**config.mk**
```make
export PLATFORM = sky130hd
export DESIGN_NAME = down_timer
export DESIGN_NICKNAME = d
export VERILOG_FILES = /design/src/rtl/timer_pkg.sv /design/src/rtl/down_timer.sv
export SDC_FILE = /design/constraint.sdc
export NUM_CORES = 1
export LEC_CHECK = 0
export ABC_AREA = 1
export CELL_PAD_IN_SITES_DETAIL_PLACEMENT = 1
export CELL_PAD_IN_SITES_GLOBAL_PLACEMENT = 1
export CORE_ASPECT_RATIO = 0.8
export CORE_UTILIZATION = 32
export CTS_CLUSTER_SIZE = 8
export DETAILED_ROUTE_END_ITERATION = 8
export GPL_ROUTABILITY_DRIVEN = 1
export PLACE_DENSITY = 0.85
export SKIP_LAST_GASP = 1
export SLEW_MARGIN = 20
export SYNTH_ARGS = -nofsm -noshare
export SYNTH_HDL_FRONTEND = slang
export SYNTH_SLANG_ARGS = --single-unit
```
**constraint.sdc**
```tcl
create_clock -name clk -period 1.5 [get_ports clk]
set_input_delay 0.15 -clock clk [delete_from_list [all_inputs] [get_ports clk]]
set_output_delay 0.15 -clock clk [all_outputs]
set_load 0.005 [all_outputs]
```
**src/rtl/timer_pkg.sv**
```systemverilog
// State encoding shared by the down-counting timer.
package timer_pkg;
  typedef enum logic {IDLE, RUN} timer_state_t;
endpackage

```
**src/rtl/down_timer.sv**
```systemverilog
// Loadable one-shot/periodic down-timer. q loads on the start edge, done pulses
// the cycle after expiry, and pausing (en=0 or dec=0) simply holds the count.
module down_timer
  import timer_pkg::*;
#(
  parameter int N = 8
) (
  input  logic         clk,
  input  logic         reset,
  input  logic         start,
  input  logic [N-1:0] load_val,
  input  logic         mode_reload,
  input  logic         en,
  input  logic         dec,
  input  logic         abort,
  output logic [N-1:0] q,
  output logic         busy,
  output logic         done
);

  localparam logic [N-1:0] ONE = {{(N-1){1'b0}}, 1'b1};

  timer_state_t state, state_nxt;
  logic [N-1:0] reload_reg, reload_nxt, q_nxt;
  logic         mode_reg, mode_nxt, done_nxt;

  always_comb begin
    state_nxt  = state;
    q_nxt      = q;
    reload_nxt = reload_reg;
    mode_nxt   = mode_reg;
    done_nxt   = 1'b0;
    case (state)
      IDLE: begin
        if (start) begin
          q_nxt      = load_val;
          reload_nxt = load_val;
          mode_nxt   = mode_reload;
          if (load_val != '0) state_nxt = RUN;
          else                done_nxt  = 1'b1;
        end
      end
      RUN: begin
        if (abort) begin
          q_nxt     = '0;
          state_nxt = IDLE;
        end else if (start) begin
          q_nxt      = load_val;
          reload_nxt = load_val;
          mode_nxt   = mode_reload;
          // A zero restart expires immediately and never enters a reload loop.
          if (load_val == '0) begin
            done_nxt  = 1'b1;
            state_nxt = IDLE;
          end
        end else if (en && dec) begin
          if (q > ONE) begin
            q_nxt = q - ONE;
          end else if (q == ONE) begin
            done_nxt = 1'b1;
            if (mode_reg) begin
              q_nxt = reload_reg;
            end else begin
              q_nxt     = '0;
              state_nxt = IDLE;
            end
          end
        end
      end
      default: state_nxt = IDLE;
    endcase
  end

  always_ff @(posedge clk) begin
    if (reset) begin
      state      <= IDLE;
      q          <= '0;
      reload_reg <= '0;
      mode_reg   <= 1'b0;
      busy       <= 1'b0;
      done       <= 1'b0;
    end else begin
      state      <= state_nxt;
      q          <= q_nxt;
      reload_reg <= reload_nxt;
      mode_reg   <= mode_nxt;
      busy       <= (state_nxt == RUN);
      done       <= done_nxt;
    end
  end

endmodule

```
==> results of run 1 <==
==> stage by stage <==
stage	power [mW]	setup TNS, ns
after floorplan	0.892	-0.652
after global placement	1.12	-0.160
after detailed placement	1.15	-0.504
after CTS	1.51	-0.0631
after global routing	1.62	-1.08
final	1.52	-0.109
==> cell usage after synthesis <==
| master | n |
|---|---|
| nand2_1 | 36 |
| dfxtp_1 | 19 |
| nor3_4 | 1 |
| nand3_1 | 14 |
| nor2_2 | 3 |
| a211oi_1 | 6 |
| buf_1 | 1 |
| nand2_2 | 3 |
| nor3_1 | 2 |
| o21ai_0 | 5 |
| nand4_1 | 3 |
| buf_2 | 2 |
| inv_2 | 2 |
| nor2_1 | 24 |
| nand2_4 | 1 |
| o21ai_1 | 11 |
| o21ai_2 | 1 |
| ha_1 | 2 |
| nor4_1 | 1 |
| o21ai_4 | 1 |
| xnor2_1 | 1 |
| a221oi_1 | 2 |
| inv_1 | 22 |
| a21oi_1 | 13 |
| xor2_1 | 2 |
| a22oi_1 | 8 |
| clkbuf_1 | 2 |
==> worst max-delay path, stage by stage, from the launching register on <==
cell,delay [ns]
dfxtp_2,0.34
inv_2,0.07
ha_4,0.13
inv_2,0.04
nor3_4,0.17
nand2_2,0.12
o21ai_4,0.20
nand2_4,0.12
o21ai_1,0.16
a21oi_1,0.06
==> final timing paths <==
check	start	to	cells after the start
setup / recovery	q[0]	q[0]	9
hold / removal	reload_reg[5]	reload_reg[5]	2
setup reg to reg	q[0]	q[0]	9
hold reg to reg	reload_reg[5]	reload_reg[5]	2
==> timing repair <==
action	CTS	global route
setup buffers	1	0
resized for setup	1	4
endpoints found under the setup margin	8	11
pin swaps	3	0
cloned	0	0
==> area by class of cell <==
cell class,count,area share (%)
clock buffer,4,2.55
tap,42,2.97
timing repair buffer,48,24.7
multi-input combinational,140,42.9
sequential,19,21.8
inverter,24,5.10
==> metal layers <==
metal  up-vias  wire (um)  GRT usage, %
li1        726          -             -
met1       715       2130          29.9
met2        27       2110          38.2
met3         4        147          4.59
met4         0         25          4.29
met5         -          0             0
==> cell usage in the layout (no fill, tap or decap), types with 2 or more instances in the layout <==
| cell | instances |
|---|---|
| nand2_1 | 35 |
| nor2_1 | 24 |
| clkdlybuf4s50_1 | 24 |
| buf_4 | 22 |
| inv_1 | 20 |
| dfxtp_1 | 15 |
| nand3_1 | 14 |
| a21oi_1 | 13 |
| o21ai_1 | 10 |
| a22oi_1 | 8 |
| a211oi_1 | 6 |
| o21ai_0 | 5 |
| inv_2 | 4 |
| nand2_2 | 4 |
| dfxtp_2 | 4 |
| nand4_1 | 3 |
| nor2_2 | 3 |
| clkbuf_8 | 3 |
| o21ai_2 | 2 |
| xor2_1 | 2 |
| a221oi_1 | 2 |
| nor3_1 | 2 |
==> power by group through the flow <==
stage	combinational (mW)	sequential [mW]	clock, mW
final	0.569	0.582	0.364
after global routing	0.631	0.588	0.399
after CTS	0.565	0.580	0.367
after detailed placement	0.555	0.592	0
after global placement	0.534	0.590	0
after floorplan	0.296	0.596	0
==> cells by family after synthesis <==
kind of cell	after synthesis	share of synthesized area, %
flip-flops	19	30.9
adder cells (fa/ha/maj)	2	2.03
buffers and inverters	29	9.04
XOR/XNOR	3	2.13
AND/OR/NAND/NOR	88	32.1
AO/OA/AOI/OAI	47	23.8
==> results.txt, run 1 <==
The post-route standard cell area excluding fillers came out at 1770 um^2. The kind of capture point of the worst setup path is a flop. The final hold slack came out at 0.468 ns.

The count of maximum capacitance violations is 0. The sequential fraction of the synthesis area is 30.9%. In the final layout, the share of cells above drive strength 1 is 20.4%. The post-route core utilization came out at 49.9%. TritonCTS created 3 clock buffers. The pin count of the biggest net entering global routing is 16. The boundary pin count is 25.

For this design, the sink count on the clock tree is 19. The total number of nets in the final design came out at 253. The first detailed-routing pass took 6 iterations. dfxtp_1 takes more of the synthesized area than any other cell.

TritonCTS built the clock tree. The final antenna diode count is 0. The worst setup path is launched from a flop.

The flop and latch count out of synthesis came out at 19. Summed over its instances, the top area cell type makes up 30.9% of the synthesized netlist area. After detailed routing, the number of remaining DRC violations is 2.

The final period utilization came out at 102%. The part of the total power dissipated in sequential elements came out at 38.4%. The worst slew margin relative to its limit is 72.3%. In this run the power density over the cells is 857 nW/um^2. The initial core utilization came out at 34.8%. In this run the number of H-tree levels came out at 1. The smallest clock period supported by the final layout is computed as 1.53 ns. In this run, placement finished with an instance count of 272. Buffers inserted to repair hold after CTS numbered 0.

Ranked by total cell area, the synthesized netlist is headed by dfxtp_1 31%, nand2_1 11%, nor2_1 7.3%. The clock root buffer is clkbuf_8. The detailed-placement wirelength estimate is 3370 um.

Global routing used 22.5% of the available tracks. The final reports fail on design-rule violations, negative setup slack. The die outline area is 4100 um^2.

For the worst-skew pair, the clock arrives at the later sink with an insertion delay of 0.26 ns. Setup repair after global routing could not meet its margin everywhere. The leakage power of the design came out at 0.790 nW.

The internal power of the cells is 996 uW. The number of nets still failing antenna checks after routing came out at 0. After floorplanning, the core was sized to cover 3540 um^2. The maximum vdd drop came out at 506 uV. At the worst endpoint, the arrival time is 1.67 ns. The average vias per placed instance came out at 5.31. The Yosys step of the flow raised 0 warnings.

The number of placement rows is 19. The routability congestion estimate from global placement came out at 0.843. The number of global-route vias before repair is 1,527. The initial antenna violation count came out at 0.

Per report_power, the clock group accounts for 24.0% of the total. In this run the cell area measured after placement is 1700 um^2. The global-route congestion overflow total came out at 0. Static timing analysis puts the maximum clock frequency at 653 MHz. The flow ran to the end, but the final reports show violations. Summing all flip-flop and latch instances after layout gives 385 um^2.

The setup slack of the critical path after layout is -0.0307 ns. At the placement stage, the worst setup path has a slack of -0.0761 ns. Synthesis instantiated 27 different standard cells from the library. The average wire per cell in the routed design came out at 15.9 um.

The worst-case clock buffer depth came out at 2. The growth of design area from synthesis to finish came out at 43.6%. Per report_power, the combinational group accounts for 37.5% of the total. The height of the die came out at 57.5 um.

The fraction of power spent switching nets is 34.3%. At the pin with the least slew margin, the transition time is 0.415 ns. The die is 71.4 um wide. The path type of the worst min-delay path is reg -> reg. The wire length of the first global-routing pass is 7110 um. The largest fanout on the critical path is 8. The final cell count without fillers is 277. The final count of pins violating max slew was 0. The gate count after technology mapping came out at 188. The final wirelength came out at 4410 um. The number of DRC markers in iteration 0 is 72. The total of buffers placed on input and output ports came out at 24. The net count after synthesis is 205.

For the worst setup path, the data required time is 1.64 ns. The cell area after synthesis came out at 1230 um^2. For flop-to-flop paths, the worst setup slack is -0.03 ns. The area of the multi-input gates came out at 758 um^2. The critical path is of the reg -> reg type. Setup violations remaining at the end of the flow were counted as 8.

The count of vias placed by the detailed router came out at 1,472. The CTS clock-pin slew for the worst setup and hold paths came out at 0.08 ns. The analysis attributes to net switching a power of 520 uW. The count of endpoints failing hold in the final timing report is 0.

The worst-case clock skew came out at 0.00689 ns. The filler cell count came out at 477. The average instance area after synthesis came out at 6.55 um^2.
Note: power is estimated with default switching activity, not from simulation.
==> run 2: changes to the inputs <==
--- a/config.mk
+++ b/config.mk
@@ -19,3 +19,4 @@
 export SYNTH_ARGS = -nofsm -noshare
 export SYNTH_HDL_FRONTEND = slang
 export SYNTH_SLANG_ARGS = --single-unit
+export TNS_END_PERCENT = 10
==> run 2 against run 1 <==
  * The run still ends with design-rule violations, negative setup slack left
  * Critical path depth stayed put
  * Sequential cell count stayed put
  * Non-clock buffer count is 2 higher
  * Clock-buffer cell count stayed put
  * Clock power is 2% higher
  * First-iteration DRC count is 11% lower
  * Register-to-register slack hardly changed
  * Core utilization is 0.11 points higher
  * Routed wire length is 0.32% lower
  * Maximum frequency is 0.65% lower
  * Via count is 0.54% lower
  * Critical endpoint is now q[4]
  * Largest cell class unchanged
==> results.txt, run 2 (same netlist as run 1, synthesis figures left out) <==
The worst-case clock buffer depth is 2 (unchanged). The worst endpoint data arrival time came out at 1.73 ns (+0.06 ns). The leakage power of the design is 0.795 nW (+0.65%). The initial core utilization was 34.8% (unchanged). The detailed-placement wirelength estimate is 3520 um (+4.5%). The post-route standard cell area excluding fillers is 1770 um^2 (+0.21%). The boundary pin count came to 25 (unchanged). The clock insertion delay at the later pin of the skew report came out at 0.26 ns (about the same). The worst-case clock skew was 0.00274 ns (-0.00415 ns).

The worst setup slack before clock tree synthesis came out at -0.163 ns (-0.0866 ns). The worst hold path cell count came out at 2 (unchanged). The worst slew margin relative to its limit is 76.5% (+4.2 points).

The count of H-tree levels built during CTS is 1 (unchanged). The die outline area came out at 4100 um^2 (unchanged). The average wire per cell in the routed design was 15.8 um (-1.0%). The count of TritonRoute iterations in the first routing pass was 6 (unchanged). The final antenna diode count is 0 (unchanged). The fraction of layout cells with a size suffix above 1 is 21.5% (+1.1 points).

The count of clock tree sinks is 19 (unchanged). The count of cells along the worst register-to-register path is 9 (unchanged). The number of failing setup endpoints in the final timing report came to 3 (-5). The routability congestion estimate from global placement came out at 0.831 (-1.4%).

STA classifies the critical path startpoint as a flop. The placeable core area is 3540 um^2 (unchanged). The count of endpoints failing hold in the final timing report is 0 (unchanged). The wire length of the first global-routing pass is 7320 um (+3.0%). The total global-route track usage was 23.2% (+0.62 points). The number of nets still failing antenna checks after routing came out at 0 (unchanged).

The global-route congestion overflow total is 0 (unchanged). Setup repair after global routing could not meet its margin everywhere. The instance area after placement is 1710 um^2 (+0.15%). The cell total after placement came out at 274 (+0.74%). The total number of nets in the final design came to 255 (+0.79%). The most common cell after layout, fill and taps aside is nand2_1. The count of maximum capacitance violations was 0 (unchanged).

The final count of pins violating max slew is 0 (unchanged). The final cell count without fillers is 279 (+0.72%). The number of placement rows is 19 (unchanged). The final wirelength came out at 4400 um (-0.32%). The number of global-route vias before repair was 1,523 (-0.26%). The count of vias placed by the detailed router came out at 1,464 (-0.54%). The CTS tree is yes. The flow ran to the end, but the final reports show violations. The power density of the placed cells came out at 857 nW/um^2 (about the same). The setup slack of the critical path after layout was -0.0407 ns (-0.0100 ns). The height of the die came to 57.5 um (unchanged).

The count of hold-fix buffers inserted at cts came to 0 (unchanged). The CTS clock-pin slew for the worst setup and hold paths came to 0.08 ns (about the same). The highest clock rate is 649 MHz (-0.65%). By startpoint and endpoint, the worst setup path is classified as reg -> reg.

The filler cell count is 470 (-1.5%). The library cells used most frequently in the layout, excluding fill and tap cells, are 35 x nand2_1, 25 x buf_4, 24 x clkdlybuf4s50_1, 22 x nor2_1, 20 x inv_1. The final hold slack came to 0.469 ns (+0.000542 ns).

The initial antenna violation count came out at 0 (unchanged). The total of buffers placed on input and output ports is 24 (unchanged). The kind of capture point of the worst setup path is a flop. The horizontal die dimension came out at 71.4 um (unchanged).

The number of buffers added by the clock tree synthesis step was 3 (unchanged). The minimum clock period after layout came to 1.54 ns (+0.0100 ns). The average vias per placed instance is 5.25 (-1.3%). The number of DRC markers in iteration 0 is 64 (-11%). The data required time of the worst path came out at 1.69 ns (+0.05 ns). The worst-margin pin slew is 0.352 ns (-0.0634 ns). The checks that failed: design-rule violations, negative setup slack. The clock root buffer is clkbuf_8. The post-route core utilization is 50.0% (+0.11 points). The largest fanout on the critical path came out at 5 (-3). The pin count of the biggest net entering global routing was 12 (-4). The maximum vdd drop is 435 uV (-14%). The final period utilization was 103% (+0.67 points).

The number of remaining DRC errors came to 2 (unchanged). The path type of the worst min-delay path is reg -> reg. The growth of design area from synthesis to finish came out at 43.9%.
[run 2: cell type report]
type                    count  area (um^2)  area share, %
multi-input cells         140          759           42.9
repair buffers             50          439           24.8
flip-flops and latches     19          385           21.8
inverters                  24         90.1           5.08
well taps                  42         52.6           2.97
clock buffers               4         45.0           2.54
[run 2: critical path: stages, from the launching register on]
cell and delay, ns:
dfxtp_2 0.34, inv_2 0.07, ha_4 0.13, inv_2 0.04
nor3_4 0.16, nand2_2 0.11, o21ai_4 0.21, buf_6 0.15
a22oi_1 0.07, a21oi_1 0.18
[run 2: per-stage QoR]
stage               setup TNS [ns]  power, mW
floorplan                   -0.572      0.892
global placement            -0.390       1.12
detailed placement           -1.12       1.14
CTS                        -0.0640       1.52
global route                -0.927       1.62
finish                     -0.0789       1.52
[run 2: power breakdown]
| group | switching (mW) | internal (mW) | total (mW) |
|---|---|---|---|
| clock | 0.184 | 0.189 | 0.373 |
| combinational | 0.302 | 0.258 | 0.561 |
| sequential | 0.0372 | 0.548 | 0.585 |
[run 2: timing repair]
| action | CTS | global route |
|---|---|---|
| endpoints found under the setup margin | 9 | 8 |
| setup buffers | 1 | 0 |
| pin swaps | 2 | 0 |
| resized for setup | 4 | 2 |
[run 2: layer usage]
metal  vias to the layer above  GRT usage [%]  wire length [um]
met3                         4           4.42               161
li1                        726              -                 -
met2                        38           38.9              2020
met4                         0           3.71                38
met5                         -              0                 0
met1                       696           31.5              2180
[run 2: final timing paths]
path                  from            end  slack [ns]
max reg2reg           q[0]           q[4]       -0.04
min reg2reg  reload_reg[5]  reload_reg[5]        0.47
min          reload_reg[5]  reload_reg[5]        0.47
max                   q[0]           q[4]       -0.04
==> run 3: changes to the inputs <==
--- a/config.mk
+++ b/config.mk
@@ -5,17 +5,15 @@
 export SDC_FILE = /design/constraint.sdc
 export NUM_CORES = 1
 export LEC_CHECK = 0
-export ABC_AREA = 1
 export CELL_PAD_IN_SITES_DETAIL_PLACEMENT = 1
 export CELL_PAD_IN_SITES_GLOBAL_PLACEMENT = 1
 export CORE_ASPECT_RATIO = 0.8
-export CORE_UTILIZATION = 32
+export CORE_UTILIZATION = 33
 export CTS_CLUSTER_SIZE = 8
 export DETAILED_ROUTE_END_ITERATION = 8
 export GPL_ROUTABILITY_DRIVEN = 1
 export PLACE_DENSITY = 0.85
 export SKIP_LAST_GASP = 1
-export SLEW_MARGIN = 20
 export SYNTH_ARGS = -nofsm -noshare
 export SYNTH_HDL_FRONTEND = slang
 export SYNTH_SLANG_ARGS = --single-unit
==> run 3 against run 2 <==
  * The run ends with negative setup slack left
  * Critical path depth is 4 lower
  * Combinational power rose by 31%
  * Synthesized area grew 5.1%
  * Critical path type unchanged
  * Highest routed layer unchanged
==> results.txt, run 3 <==
The height of the die came to 58 um (+0.90%). nand2_1 is the most common cell in the netlist. The number of global-route vias before repair came to 1,721 (+13%). The final count of pins violating max slew came out at 0 (unchanged). The source of the critical timing path is q[3]. The final cell count without fillers is 282 (+1.1%). The net count after synthesis is 195 (-4.9%). The count of endpoints failing hold in the final timing report is 0 (unchanged). The fraction of layout cells with a size suffix above 1 came out at 30.0% (+8.5 points). Ranked by total cell area, the synthesized netlist is headed by dfxtp_1 29%, nand2_1 8.1%, a21oi_1 7.4%. The worst slew margin relative to its limit is 75.3% (-1.1 points). The count of vias placed by the detailed router is 1,715 (+17%). The total global-route track usage came out at 28.1% (+4.9 points).

The worst-case clock buffer depth is 2 (unchanged). The flip-flop cell with the highest count after synthesis is dfxtp_1. The startpoint identified for the worst hold timing path is mode_reload.

The total number of nets in the final design came to 248 (-2.7%). The distinct cell type count after synthesis is 45 (+67%). The clock insertion delay at the later pin of the skew report was 0.27 ns (about the same).

The number of remaining DRC errors is 0 (-2). The pin count of the biggest net entering global routing is 23 (+11). The leakage power of the design is 0.776 nW (-2.3%).

The final period utilization is 122% (+19 points). The average wire per cell in the routed design is 20.8 um (+32%). The filler cell count came out at 444 (-5.5%). The data required time of the worst path was 1.63 ns (-0.06 ns). The initial antenna violation count is 0 (unchanged). The horizontal die dimension is 72.0 um (+0.92%). The cell area after synthesis came out at 1290 um^2 (+5.1%).

The area of the multi-input gates is 893 um^2 (+18%). The setup slack of the critical path after layout was -0.332 ns (-0.292 ns). The number of nets still failing antenna checks after routing was 0 (unchanged). The worst hold path belongs to the class in -> reg.

The count of synthesis-stage warnings from yosys came out at 0 (unchanged). The number of DRC markers in iteration 0 came out at 176 (+180%). The routability congestion estimate from global placement came to 0.964 (+16%). The initial core utilization came out at 36.0% (+1.3 points). The register cell area after layout is 384 um^2 (-0.32%). The largest area contributor in the synthesized netlist is dfxtp_1.

The boundary pin count is 25 (unchanged). The number of placement rows is 19 (unchanged). The top-area cell type share of the netlist area came out at 29.4% (-1.5 points). The count of H-tree levels built during CTS is 1 (unchanged).

The maximum cell stage delay along the critical path was 0.52 ns (+0.18 ns). The maximum vdd drop is 494 uV (+13%). The total of buffers placed on input and output ports was 24 (unchanged). The number of buffers added by the clock tree synthesis step is 3 (unchanged). The worst-case clock skew came out at 0.00408 ns (+0.00134 ns). The flow ran to the end, but the final reports show violations. The gate count after technology mapping came out at 178 (-5.3%).

The count of clock tree sinks is 19 (unchanged). Setup repair after global routing could not meet its margin everywhere. The proportion of synthesized flip-flops having asynchronous set or reset was 0% (unchanged). The count of maximum capacitance violations is 0 (unchanged). The worst endpoint data arrival time came to 1.97 ns (+0.24 ns). In the synthesized netlist, the cells that appear most often are 28 x nand2_1, 19 x a21oi_1, 19 x dfxtp_1. The count of TritonRoute iterations in the first routing pass came out at 5 (-1).

The power density of the placed cells came to 864 nW/um^2 (+0.73%). The count of cells along the worst register-to-register path is 5 (-4). The worst setup path is of the reg -> reg kind. The flop and latch count out of synthesis is 19 (unchanged). The top cell types in the final layout, fill and taps aside, are 39 x buf_4, 28 x nand2_1, 24 x clkdlybuf4s50_1, 19 x a21oi_1, 16 x dfxtp_1.

The die outline area is 4180 um^2 (+1.8%). The detailed-placement wirelength estimate was 3860 um (+9.6%). Clock tree synthesis selected as its root buffer the cell clkbuf_8. The cell total after placement is 276 (+0.73%).

The highest clock rate is 546 MHz (-16%). The placeable core area came out at 3590 um^2 (+1.3%). The worst-margin pin slew came out at 0.365 ns (+0.0133 ns). For this design, the slowest cell found on the critical path is or4_4. The global-route congestion overflow total came out at 0 (unchanged). The sequential fraction of the synthesis area was 29.4% (-1.5 points). The average instance area after synthesis is 7.27 um^2 (+11%).

The final wirelength is 5880 um (+34%). The CTS clock-pin slew for the worst setup and hold paths came out at 0.08 ns (about the same). Compared with the post-synthesis result, the final layout area differs by 52.6%.

The worst hold path terminates at mode_reg. Traced cell by cell, the critical path runs through or4_4, o31a_1, buf_4, nor3_1, a311oi_2. The number of enable flip-flop cells after synthesis is 0 (unchanged). In this run the critical register-to-register path is launched from q[3].

The worst register-to-register path ends at q[6]. The number of failing setup endpoints in the final timing report came out at 9 (+6). The library cell used most frequently in the layout, excluding fill and tap cells, is buf_4. The total negative setup slack is -2.54 ns (-2.46 ns).

The wire length of the first global-routing pass is 8780 um (+20%). The final antenna diode count came out at 0 (unchanged). The average vias per placed instance came out at 6.08 (+16%). The largest fanout on the critical path was 8 (+3). The worst setup path is captured at a flop. The minimum clock period after layout is 1.83 ns (+0.292 ns). The setup slack on the worst flop-to-flop path came to -0.33 ns (-0.29 ns).

The final reports fail on negative setup slack. The CTS tree is yes. The type of element launching the critical path is a flop. The worst hold path cell count is 3 (+1).
## run 3: cell types whose count changed after synthesis, sizes merged, moves of 5 or more
| cell | before | now |
|---|---|---|
| nor3 | 3 | 11 |
| o21ai | 18 | 2 |
| nand2b | 0 | 7 |
| a311oi | 0 | 5 |
| nand2 | 40 | 28 |
| a211oi | 6 | 1 |
| a22oi | 8 | 0 |
| a21oi | 13 | 19 |
| nand3 | 14 | 3 |
| inv | 24 | 11 |
| clkbuf | 2 | 10 |
| nor2 | 27 | 7 |
## run 3: what timing repair did
action,CTS,global route
buffers inserted,2,0
endpoints found under the setup margin,10,11
resized for setup,17,6
pin swaps,3,4
hold buffers,0,0
cloned,0,0
## run 3: worst max-delay path, delay by kind of cell (launching register included)
kind,cells,cell delay (ns)
compound gates,2,0.38
buf+inv,1,0.18
flops,1,0.35
simple gates,2,0.80
## run 3: final cells by class
| cell class | count | share of cell area (%) |
|---|---|---|
| Clock inverter | 1 | 0.253 |
| Clock buffer | 3 | 2.09 |
| Timing Repair Buffer | 64 | 27.6 |
| Multi-Input combinational cell | 132 | 45.2 |
| Sequential cell | 19 | 19.5 |
| Tap cell | 52 | 3.30 |
| Inverter | 11 | 2.09 |
## run 3: logic make-up (layout without fill, tap and decap cells)
| kind of cell | count (synthesis) | after routing | synth area share, % |
|---|---|---|---|
| AND/OR/NAND/NOR | 76 | 76 | 29.8 |
| AO/OA/AOI/OAI | 52 | 52 | 27.9 |
| buffers and inverters | 27 | 79 | 9.67 |
| flip-flops | 19 | 19 | 29.4 |
| adder cells (fa/ha/maj) | 2 | 2 | 1.93 |
| XOR/XNOR | 2 | 2 | 1.35 |
## run 3: report_power, final
| part | switching (mW) | internal (mW) |
|---|---|---|
| Sequential | 0.0314 | 0.544 |
| Combinational | 0.389 | 0.346 |
| Clock | 0.209 | 0.186 |
| Total | 0.630 | 1.08 |
## run 3: stage by stage
step	utilization [%]	hold WS, ns	setup WS (ns)	area, um^2	power, mW
4_1_cts	54.0	0.425	-0.273	1940	1.64
6_report	55.0	0.418	-0.332	1970	1.71
2_1_floorplan	-	0.266	-0.478	1300	0.883
3_3_place_gp	50.3	0.445	-0.362	1800	1.16
3_5_place_dp	50.3	0.452	-0.446	1800	1.19
5_1_grt	55.0	0.476	-0.380	1970	1.77
## run 3: worst max path at each step
stage	to	cells past startpoint
global route	q[0]	8
finish	q[6]	5
global placement	q[1]	6
detailed placement	q[6]	6
floorplan	q[6]	7
CTS	q[6]	4
## run 3: layer usage
| layer | GRT usage [%] | up-vias | routed length (um) |
|---|---|---|---|
| met3 | 5.91 | 27 | 466 |
| met1 | 35.3 | 813 | 2460 |
| met5 | 0 | - | 0 |
| met2 | 46.9 | 117 | 2730 |
| met4 | 12.3 | 0 | 214 |
| li1 | - | 758 | - |
